<file path="src/rtl/vec_pkg.sv">
// Shared definitions for the vector memory-access stage (load and store paths).
// Geometry defaults, memory opcodes and the store-unit state type.
package vec_pkg;

    localparam int LANES  = 8;
    localparam int BEATS  = 4;
    localparam int DATA_W = 32;
    localparam int ADDR_W = 8;
    localparam int TAG_W  = 4;

    localparam logic [6:0] OP_VLOAD  = 7'b0000111;
    localparam logic [6:0] OP_VSTORE = 7'b0100111;

    typedef enum logic [1:0] {
        IDLE  = 2'd0,
        WRITE = 2'd1,
        DONE  = 2'd2
    } vst_state_t;

endpackage

</file>
<file path="src/rtl/vec_store_unit_if.sv">
// Request, data-memory write port and completion signals of the vector store unit.
// The slave modport is the unit; master is the issue side together with the memory.
interface vec_store_unit_if #(
    parameter int LANES  = vec_pkg::LANES,
    parameter int BEATS  = vec_pkg::BEATS,
    parameter int DATA_W = vec_pkg::DATA_W,
    parameter int ADDR_W = vec_pkg::ADDR_W,
    parameter int TAG_W  = vec_pkg::TAG_W
);
    logic                            st_valid;
    logic                            st_ready;
    logic [TAG_W-1:0]                st_tag;
    logic [BEATS*ADDR_W-1:0]         st_addr;
    logic [BEATS*LANES*DATA_W-1:0]   st_data;
    logic [BEATS*LANES-1:0]          st_mask;

    logic                            mem_wr_valid;
    logic                            mem_wr_ready;
    logic [ADDR_W-1:0]               mem_wr_addr;
    logic [LANES*DATA_W-1:0]         mem_wr_data;
    logic [LANES-1:0]                mem_wr_be;

    logic                            done_valid;
    logic [TAG_W-1:0]                done_tag;
    logic                            busy;

    modport master (
        output st_valid, st_tag, st_addr, st_data, st_mask, mem_wr_ready,
        input  st_ready, mem_wr_valid, mem_wr_addr, mem_wr_data, mem_wr_be,
        input  done_valid, done_tag, busy
    );

    modport slave (
        input  st_valid, st_tag, st_addr, st_data, st_mask, mem_wr_ready,
        output st_ready, mem_wr_valid, mem_wr_addr, mem_wr_data, mem_wr_be,
        output done_valid, done_tag, busy
    );
endinterface

</file>
<file path="src/rtl/vec_store_unit.sv">
// Vector store unit: captures one store, writes it as BEATS row beats of LANES
// elements each (same element order as the load path), then pulses completion.
//
//   state | meaning
//   IDLE  | ready for a new store request
//   WRITE | issuing beats; beats with an all-zero mask slice are skipped
//   DONE  | one-cycle completion pulse with the captured tag
module vec_store_unit
    import vec_pkg::*;
#(
    parameter int LANES  = vec_pkg::LANES,
    parameter int BEATS  = vec_pkg::BEATS,
    parameter int DATA_W = vec_pkg::DATA_W,
    parameter int ADDR_W = vec_pkg::ADDR_W,
    parameter int TAG_W  = vec_pkg::TAG_W
) (
    input  logic             clk,
    input  logic             rst_n,
    vec_store_unit_if.slave  bus
);

    localparam int BW = (BEATS > 1) ? $clog2(BEATS) : 1;
    localparam logic [BW-1:0] LAST_BEAT = BW'(BEATS - 1);

    vst_state_t                      r_state;
    logic [BW-1:0]                   r_beat;
    logic [TAG_W-1:0]                r_tag;
    logic [BEATS*ADDR_W-1:0]         r_addr;
    logic [BEATS*LANES*DATA_W-1:0]   r_data;
    logic [BEATS*LANES-1:0]          r_mask;

    logic                            r_wr_valid;
    logic [ADDR_W-1:0]               r_wr_addr;
    logic [LANES*DATA_W-1:0]         r_wr_data;
    logic [LANES-1:0]                r_wr_be;
    logic                            r_done_valid;
    logic [TAG_W-1:0]                r_done_tag;

    vst_state_t                      w_state_nxt;
    logic [BW-1:0]                   w_beat_nxt;
    logic                            w_capture;
    logic                            w_load;
    logic                            w_finish;
    logic [BW-1:0]                   w_load_beat;

    logic [BEATS*ADDR_W-1:0]         w_src_addr;
    logic [BEATS*LANES*DATA_W-1:0]   w_src_data;
    logic [BEATS*LANES-1:0]          w_src_mask;
    logic [ADDR_W-1:0]               w_beat_addr;
    logic [LANES*DATA_W-1:0]         w_beat_data;
    logic [LANES-1:0]                w_beat_mask;

    logic                            w_wr_valid_nxt;
    logic [ADDR_W-1:0]               w_wr_addr_nxt;
    logic [LANES*DATA_W-1:0]         w_wr_data_nxt;
    logic [LANES-1:0]                w_wr_be_nxt;
    logic                            w_done_valid_nxt;
    logic [TAG_W-1:0]                w_done_tag_nxt;

    // A held beat (valid high) only moves on ready; a skipped beat moves after one cycle.
    always_comb begin
        w_state_nxt = r_state;
        w_beat_nxt  = r_beat;
        w_capture   = 1'b0;
        w_load      = 1'b0;
        w_finish    = 1'b0;
        w_load_beat = r_beat;
        case (r_state)
            IDLE: begin
                if (bus.st_valid) begin
                    w_capture   = 1'b1;
                    w_load      = 1'b1;
                    w_load_beat = '0;
                    w_beat_nxt  = '0;
                    w_state_nxt = WRITE;
                end
            end
            WRITE: begin
                if (!r_wr_valid || bus.mem_wr_ready) begin
                    if (r_beat == LAST_BEAT) begin
                        w_finish    = 1'b1;
                        w_state_nxt = DONE;
                    end else begin
                        w_load      = 1'b1;
                        w_load_beat = r_beat + 1'b1;
                        w_beat_nxt  = r_beat + 1'b1;
                    end
                end
            end
            DONE: begin
                w_state_nxt = IDLE;
            end
            default: begin
                w_state_nxt = IDLE;
            end
        endcase
    end

    // The first beat is built straight from the request so it is valid in cycle 1.
    assign w_src_addr = w_capture ? bus.st_addr : r_addr;
    assign w_src_data = w_capture ? bus.st_data : r_data;
    assign w_src_mask = w_capture ? bus.st_mask : r_mask;

    assign w_beat_addr = w_src_addr[int'(w_load_beat)*ADDR_W +: ADDR_W];
    assign w_beat_data = w_src_data[int'(w_load_beat)*LANES*DATA_W +: LANES*DATA_W];
    assign w_beat_mask = w_src_mask[int'(w_load_beat)*LANES +: LANES];

    always_comb begin
        w_wr_valid_nxt   = r_wr_valid;
        w_wr_addr_nxt    = r_wr_addr;
        w_wr_data_nxt    = r_wr_data;
        w_wr_be_nxt      = r_wr_be;
        w_done_valid_nxt = 1'b0;
        w_done_tag_nxt   = r_done_tag;
        if (w_load) begin
            w_wr_valid_nxt = |w_beat_mask;
            w_wr_addr_nxt  = w_beat_addr;
            w_wr_data_nxt  = w_beat_data;
            w_wr_be_nxt    = w_beat_mask;
        end else if (w_finish) begin
            w_wr_valid_nxt   = 1'b0;
            w_wr_be_nxt      = '0;
            w_done_valid_nxt = 1'b1;
            w_done_tag_nxt   = r_tag;
        end
    end

    always_ff @(posedge clk or negedge rst_n) begin
        if (!rst_n) begin
            r_state      <= IDLE;
            r_beat       <= '0;
            r_tag        <= '0;
            r_addr       <= '0;
            r_data       <= '0;
            r_mask       <= '0;
            r_wr_valid   <= 1'b0;
            r_wr_addr    <= '0;
            r_wr_data    <= '0;
            r_wr_be      <= '0;
            r_done_valid <= 1'b0;
            r_done_tag   <= '0;
        end else begin
            r_state      <= w_state_nxt;
            r_beat       <= w_beat_nxt;
            r_wr_valid   <= w_wr_valid_nxt;
            r_wr_addr    <= w_wr_addr_nxt;
            r_wr_data    <= w_wr_data_nxt;
            r_wr_be      <= w_wr_be_nxt;
            r_done_valid <= w_done_valid_nxt;
            r_done_tag   <= w_done_tag_nxt;
            if (w_capture) begin
                r_tag  <= bus.st_tag;
                r_addr <= bus.st_addr;
                r_data <= bus.st_data;
                r_mask <= bus.st_mask;
            end
        end
    end

    assign bus.st_ready     = (r_state == IDLE);
    assign bus.busy         = (r_state != IDLE);
    assign bus.mem_wr_valid = r_wr_valid;
    assign bus.mem_wr_addr  = r_wr_addr;
    assign bus.mem_wr_data  = r_wr_data;
    assign bus.mem_wr_be    = r_wr_be;
    assign bus.done_valid   = r_done_valid;
    assign bus.done_tag     = r_done_tag;

endmodule
</file>
<file path="src/flat_wrapper.sv">
// flat-port wrapper written by rule: the top's interface ports become plain ports
module vec_store_unit_flat import vec_pkg::*;
#(
    parameter int LANES  = vec_pkg::LANES,
    parameter int BEATS  = vec_pkg::BEATS,
    parameter int DATA_W = vec_pkg::DATA_W,
    parameter int ADDR_W = vec_pkg::ADDR_W,
    parameter int TAG_W  = vec_pkg::TAG_W
)
  (clk, rst_n, bus_st_valid, bus_st_tag, bus_st_addr, bus_st_data, bus_st_mask, bus_mem_wr_ready, bus_st_ready, bus_mem_wr_valid, bus_mem_wr_addr, bus_mem_wr_data, bus_mem_wr_be, bus_done_valid, bus_done_tag, bus_busy);
  vec_store_unit_if #(.LANES(LANES), .BEATS(BEATS), .DATA_W(DATA_W), .ADDR_W(ADDR_W), .TAG_W(TAG_W)) bus_i ();
  input  logic clk;
  input  logic rst_n;
  input wire logic [$bits(bus_i.st_valid)-1:0] bus_st_valid;
  input wire logic [$bits(bus_i.st_tag)-1:0] bus_st_tag;
  input wire logic [$bits(bus_i.st_addr)-1:0] bus_st_addr;
  input wire logic [$bits(bus_i.st_data)-1:0] bus_st_data;
  input wire logic [$bits(bus_i.st_mask)-1:0] bus_st_mask;
  input wire logic [$bits(bus_i.mem_wr_ready)-1:0] bus_mem_wr_ready;
  output wire logic [$bits(bus_i.st_ready)-1:0] bus_st_ready;
  output wire logic [$bits(bus_i.mem_wr_valid)-1:0] bus_mem_wr_valid;
  output wire logic [$bits(bus_i.mem_wr_addr)-1:0] bus_mem_wr_addr;
  output wire logic [$bits(bus_i.mem_wr_data)-1:0] bus_mem_wr_data;
  output wire logic [$bits(bus_i.mem_wr_be)-1:0] bus_mem_wr_be;
  output wire logic [$bits(bus_i.done_valid)-1:0] bus_done_valid;
  output wire logic [$bits(bus_i.done_tag)-1:0] bus_done_tag;
  output wire logic [$bits(bus_i.busy)-1:0] bus_busy;
  assign bus_i.st_valid = bus_st_valid;
  assign bus_i.st_tag = bus_st_tag;
  assign bus_i.st_addr = bus_st_addr;
  assign bus_i.st_data = bus_st_data;
  assign bus_i.st_mask = bus_st_mask;
  assign bus_i.mem_wr_ready = bus_mem_wr_ready;
  assign bus_st_ready = bus_i.st_ready;
  assign bus_mem_wr_valid = bus_i.mem_wr_valid;
  assign bus_mem_wr_addr = bus_i.mem_wr_addr;
  assign bus_mem_wr_data = bus_i.mem_wr_data;
  assign bus_mem_wr_be = bus_i.mem_wr_be;
  assign bus_done_valid = bus_i.done_valid;
  assign bus_done_tag = bus_i.done_tag;
  assign bus_busy = bus_i.busy;
  vec_store_unit #(.LANES(LANES), .BEATS(BEATS), .DATA_W(DATA_W), .ADDR_W(ADDR_W), .TAG_W(TAG_W)) u_core (.clk(clk), .rst_n(rst_n), .bus(bus_i));
endmodule
</file>
<file path="config.mk">
export PLATFORM = sky130hd
export DESIGN_NAME = vec_store_unit_flat
export DESIGN_NICKNAME = d
export VERILOG_FILES = /design/src/rtl/vec_pkg.sv /design/src/rtl/vec_store_unit_if.sv /design/src/rtl/vec_store_unit.sv /design/src/flat_wrapper.sv
export SDC_FILE = /design/constraint.sdc
export NUM_CORES = 2
export LEC_CHECK = 0
export BUFFER_PORTS_ARGS = -buffer_cell sky130_fd_sc_hd__buf_4
export CAP_MARGIN = 10
export CORE_AREA = 4 4 531 533
export CTS_BUF_LIST = sky130_fd_sc_hd__clkbuf_8
export CTS_CLUSTER_SIZE = 8
export DETAILED_ROUTE_END_ITERATION = 8
export DIE_AREA = 0 0 535 537
export SYNTH_ARGS = -nofsm -noshare
export SYNTH_HDL_FRONTEND = slang
export SYNTH_SLANG_ARGS = --single-unit
</file>
<file path="constraint.sdc">
create_clock -name clk -period 5.6 [get_ports clk]
set_clock_uncertainty 0.1 [all_clocks]
set_input_delay 1.12 -clock clk [delete_from_list [all_inputs] [get_ports clk]]
set_output_delay 1.12 -clock clk [all_outputs]
set_load 0.01 [all_outputs]
</file>
==> summary.txt <==
Synth
  • Largest family of logic cells by synthesized area: simple AND/OR/NAND/NOR gates
  • Main synth FF type: dfrtp_1
  • Synth top area share: 59.2%
  • Mux contribution to synthesized area: between 10% and 20%
  • Synth top cells by count: nand2_1, dfrtp_1, clkbuf_1, mux2_2, mux4_2
  • Top post-synthesis cells by area: dfrtp_1, nand2_1, mux4_2
  • Post-Syn Nets: approximately 7000
  • Complex-gate fraction of the synthesized area: ~2.8%
  • Post-Syn Area: just under 0.06 sq mm
  • Synthesized area per cell: between 9 and 10 sq um
  • Synth unique cells: 32
  • Ys async rst share: 100%
  • Simple-gate share of the synthesized area: 22.8%
  • Register area share after synthesis: between 50% and 60%
  • EDFF count, synth: 0
  • Top cell type by total area after synthesis: dfrtp_1
  • Synth Register Bits: between 1000 and 1500
  • Synth Area in XOR/XNOR: 0%
  • Dominant cell by count in the synthesized netlist: nand2_1
  • Synth warnings: 0
  • Synth Area in Adders: 0%
  • Cell count after synthesis: between 5000 and 6000

Finish
  • # nets final: around 8400
  • Filler Cell Count: 29200
  • Ratio of cells with drive above 1 in the final layout: 30.4%
  • Non-Filler Instances: 11200
  • P&R area growth vs syn: 34.4%

Timing
  • Final period utilization: roughly two thirds
  • Worst slew pin tran: approximately 1.1 ns
  • Max-Slew Margin vs Limit: between 20% and 30%
  • # setup viols final: 0
  • Setup TNS: 0 ns
  • Final Hold Viols: 0
  • Fmax: approximately 260 MHz
  • Unrepaired setup endpoints after global routing: no
  • Slew Limit Fails: 0
  • Tmin final: between 3 and 4 ns

Clock tree
  • CTS tree: yes
  • Later-pin clock latency in the skew report: between 0.9 and 1 ns
  • Clock transition at path regs: roughly 0.070 ns
  • CTS resizes: 0
  • # clock sinks: 1374
  • Root Driver: clkbuf_8
  • Depth of the CTS H-tree: 4
  • Total CTS buffers: approximately 240
  • CTS max path bufs: 4

Floorplan
  • Core area: 0.276 sq mm
  • Row count: just under 200
  • Io pins: approximately 1400
  • DIE AREA: 0.287 sq mm
  • Die width: roughly 540 um
  • Initial Util: a little over a fifth
  • DIE HEIGHT: approximately 540 um

Place
  • GP Congestion: 0.938
  • Cells after DPL: ~11000
  • I/O Buffers: 1375
  • DPL Wire Length: between 200000 and 250000 um

Global routing
  • Largest net degree at the start of global routing: 160
  • Gr ovfl total: 0
  • First-pass GRT wire length: 369000 um
  • Global Route Usage Sum: roughly 18%
  • Vias in the first global route: approximately 51000
  • Initial antenna violation count: between 100 and 150

Route
  • Final ANT Viol Nets: 0
  • Via density: ~4.4
  • First-iteration detailed-routing DRC count: 3674
  • Routed vias: between 40000 and 50000
  • Routed wire length: 262000 um
  • Drt pass-1 iters: 5
  • Wire length per cell: between 20 and 25 um
  • DRC: 0

Pwr
  • Pleak: around 40 nW
  • Total power: slightly below 50 mW
  • Peak supply drop: about 0.45 mV
  • PwrDens: 636 mW/mm^2

Setup path
  • CP Buf/Inv Count: 4
  • Critical Path End Type: register
  • Crit path top cell by count: buf_4
  • Worst Path Arrival: 4.49 ns
  • Setup Crit Path Kind: register to register
  • Largest delay share family, worst path: buffers and inverters
  • Worst EP required: around 6.3 ns
  • CP Launch Type: register
  • CP cell instances: nor2b_1 > o211ai_2 > buf_4 > and2_4 > inv_8 > buf_12 > buf_4 > mux4_2 > mux2_2
  • Worst path max stage delay: 0.58 ns
  • Worst path slowest cell: nor2b_1
  • Crit path max fanout: 30

Worst hold path
  • Hold WC Path Type: primary input to register

Run status
  • Status: completed

Run
  • Max_cap viols: 0
==> worst register-to-register path, cell delays in order, from the launching register on <==
cell and delay (ns):
dfrtp_1 0.43, nor2b_1 0.58, o211ai_2 0.15, buf_4 0.23, and2_4 0.30, inv_8 0.38, buf_12 0.27, buf_4 0.42
mux4_2 0.52, mux2_2 0.27
==> what timing repair did <==
action	CTS	global route
hold endpoints to repair	21	0
hold buffers	1	0
setup buffers	0	0
==> logic make-up after synthesis <==
family / after synthesis
muxes: 444
DFF: 1374
AOI/OAI and AO/OA: 211
and+or+nand+nor: 3466
buffers and inverters: 403
==> final cells by class <==
type,instances,area (sq um),area share [%]
antenna,43,108,0.138
sequential,1374,34400,44.0
multi-input combinational,4121,22100,28.4
tap,3705,4640,5.94
inverter,35,146,0.187
clock inverter,128,816,1.04
clock buffer,310,4270,5.46
timing repair buffer,1493,11600,14.8
==> per-stage QoR <==
stage	util, %	setup slack [ns]	area [sq um]	hold WS [ns]
final	28.2	1.79	78100	0.265
after global routing	28.2	1.54	78000	0.161
after CTS	28.2	1.74	78000	0.0825
after detailed placement	26.4	1.03	72900	0.353
after global placement	26.4	1.12	72900	0.347
after floorplan	-	2.28	58100	0.336
==> registers in the layout, summed over array words and instances (netlist names) <==
signal	count
u_core.r_data	1024
u_core.bus.mem_wr_data	256
u_core.r_addr	32
u_core.bus.done_tag	4
u_core.bus.mem_wr_be	8
u_core.bus.done_valid	1
u_core.r_beat	2
u_core.bus.mem_wr_addr	8
u_core.r_state	2
u_core.r_mask	32
u_core.bus.mem_wr_valid	1
u_core.r_tag	4
==> per-layer routing <==
metal	global-route usage [%]	vias up	wire [um]
met2	28.3	2110	122000
met4	8.33	76	12900
li1	-	21800	-
met3	5.81	512	23800
met5	0	-	514
met1	21.0	24300	103000
==> power by group <==
| part | switching (mW) | internal, mW | leakage (nW) |
|---|---|---|---|
| Clock | 4.44 | 5.30 | 2.92 |
| Combinational | 13.3 | 10.1 | 20.0 |
| Sequential | 1.77 | 14.7 | 17.0 |
==> cell usage in the layout (no fill, tap or decap), types with 2 or more instances in the layout <==
| cell | instances |
|---|---|
| nand2_1 | 3311 |
| nor2b_1 | 2 |
| inv_12 | 3 |
| buf_4 | 1463 |
| bufinv_16 | 7 |
| mux4_2 | 204 |
| mux2i_1 | 32 |
| clkinv_8 | 2 |
| clkinv_2 | 24 |
| o31ai_1 | 16 |
| diode_2 | 43 |
| mux2_2 | 208 |
| clkbuf_8 | 310 |
| dfrtp_1 | 1374 |
| o32a_1 | 4 |
| inv_8 | 4 |
| inv_1 | 115 |
| o41ai_1 | 4 |
| o31a_1 | 60 |
| nor2_1 | 63 |
| nor3_1 | 8 |
| a311oi_1 | 60 |
| nand2b_1 | 62 |
| buf_12 | 28 |
| clkinvlp_4 | 6 |
| a21oi_1 | 62 |
| nand4_1 | 13 |
==> path summary, 6_finish.rpt <==
| kind | slack, ns | endpoint | startpoint | cells after the start |
|---|---|---|---|---|
| max reg2reg | 1.79 | u_core.bus.mem_wr_data[183] | u_core.r_state[0] | 9 |
| min in group asynchronous | 0.71 | u_core.bus.done_valid | rst_n | 2 |
| min reg2reg | 0.37 | u_core.r_data[254] | u_core.r_data[254] | 2 |
| max | 1.79 | u_core.bus.mem_wr_data[183] | u_core.r_state[0] | 9 |
| max in group asynchronous | 3.23 | u_core.r_data[291] | rst_n | 3 |
| min | 0.27 | u_core.r_data[622] | bus_st_data[622] | 3 |
Note: power is estimated with default switching activity, not from simulation.
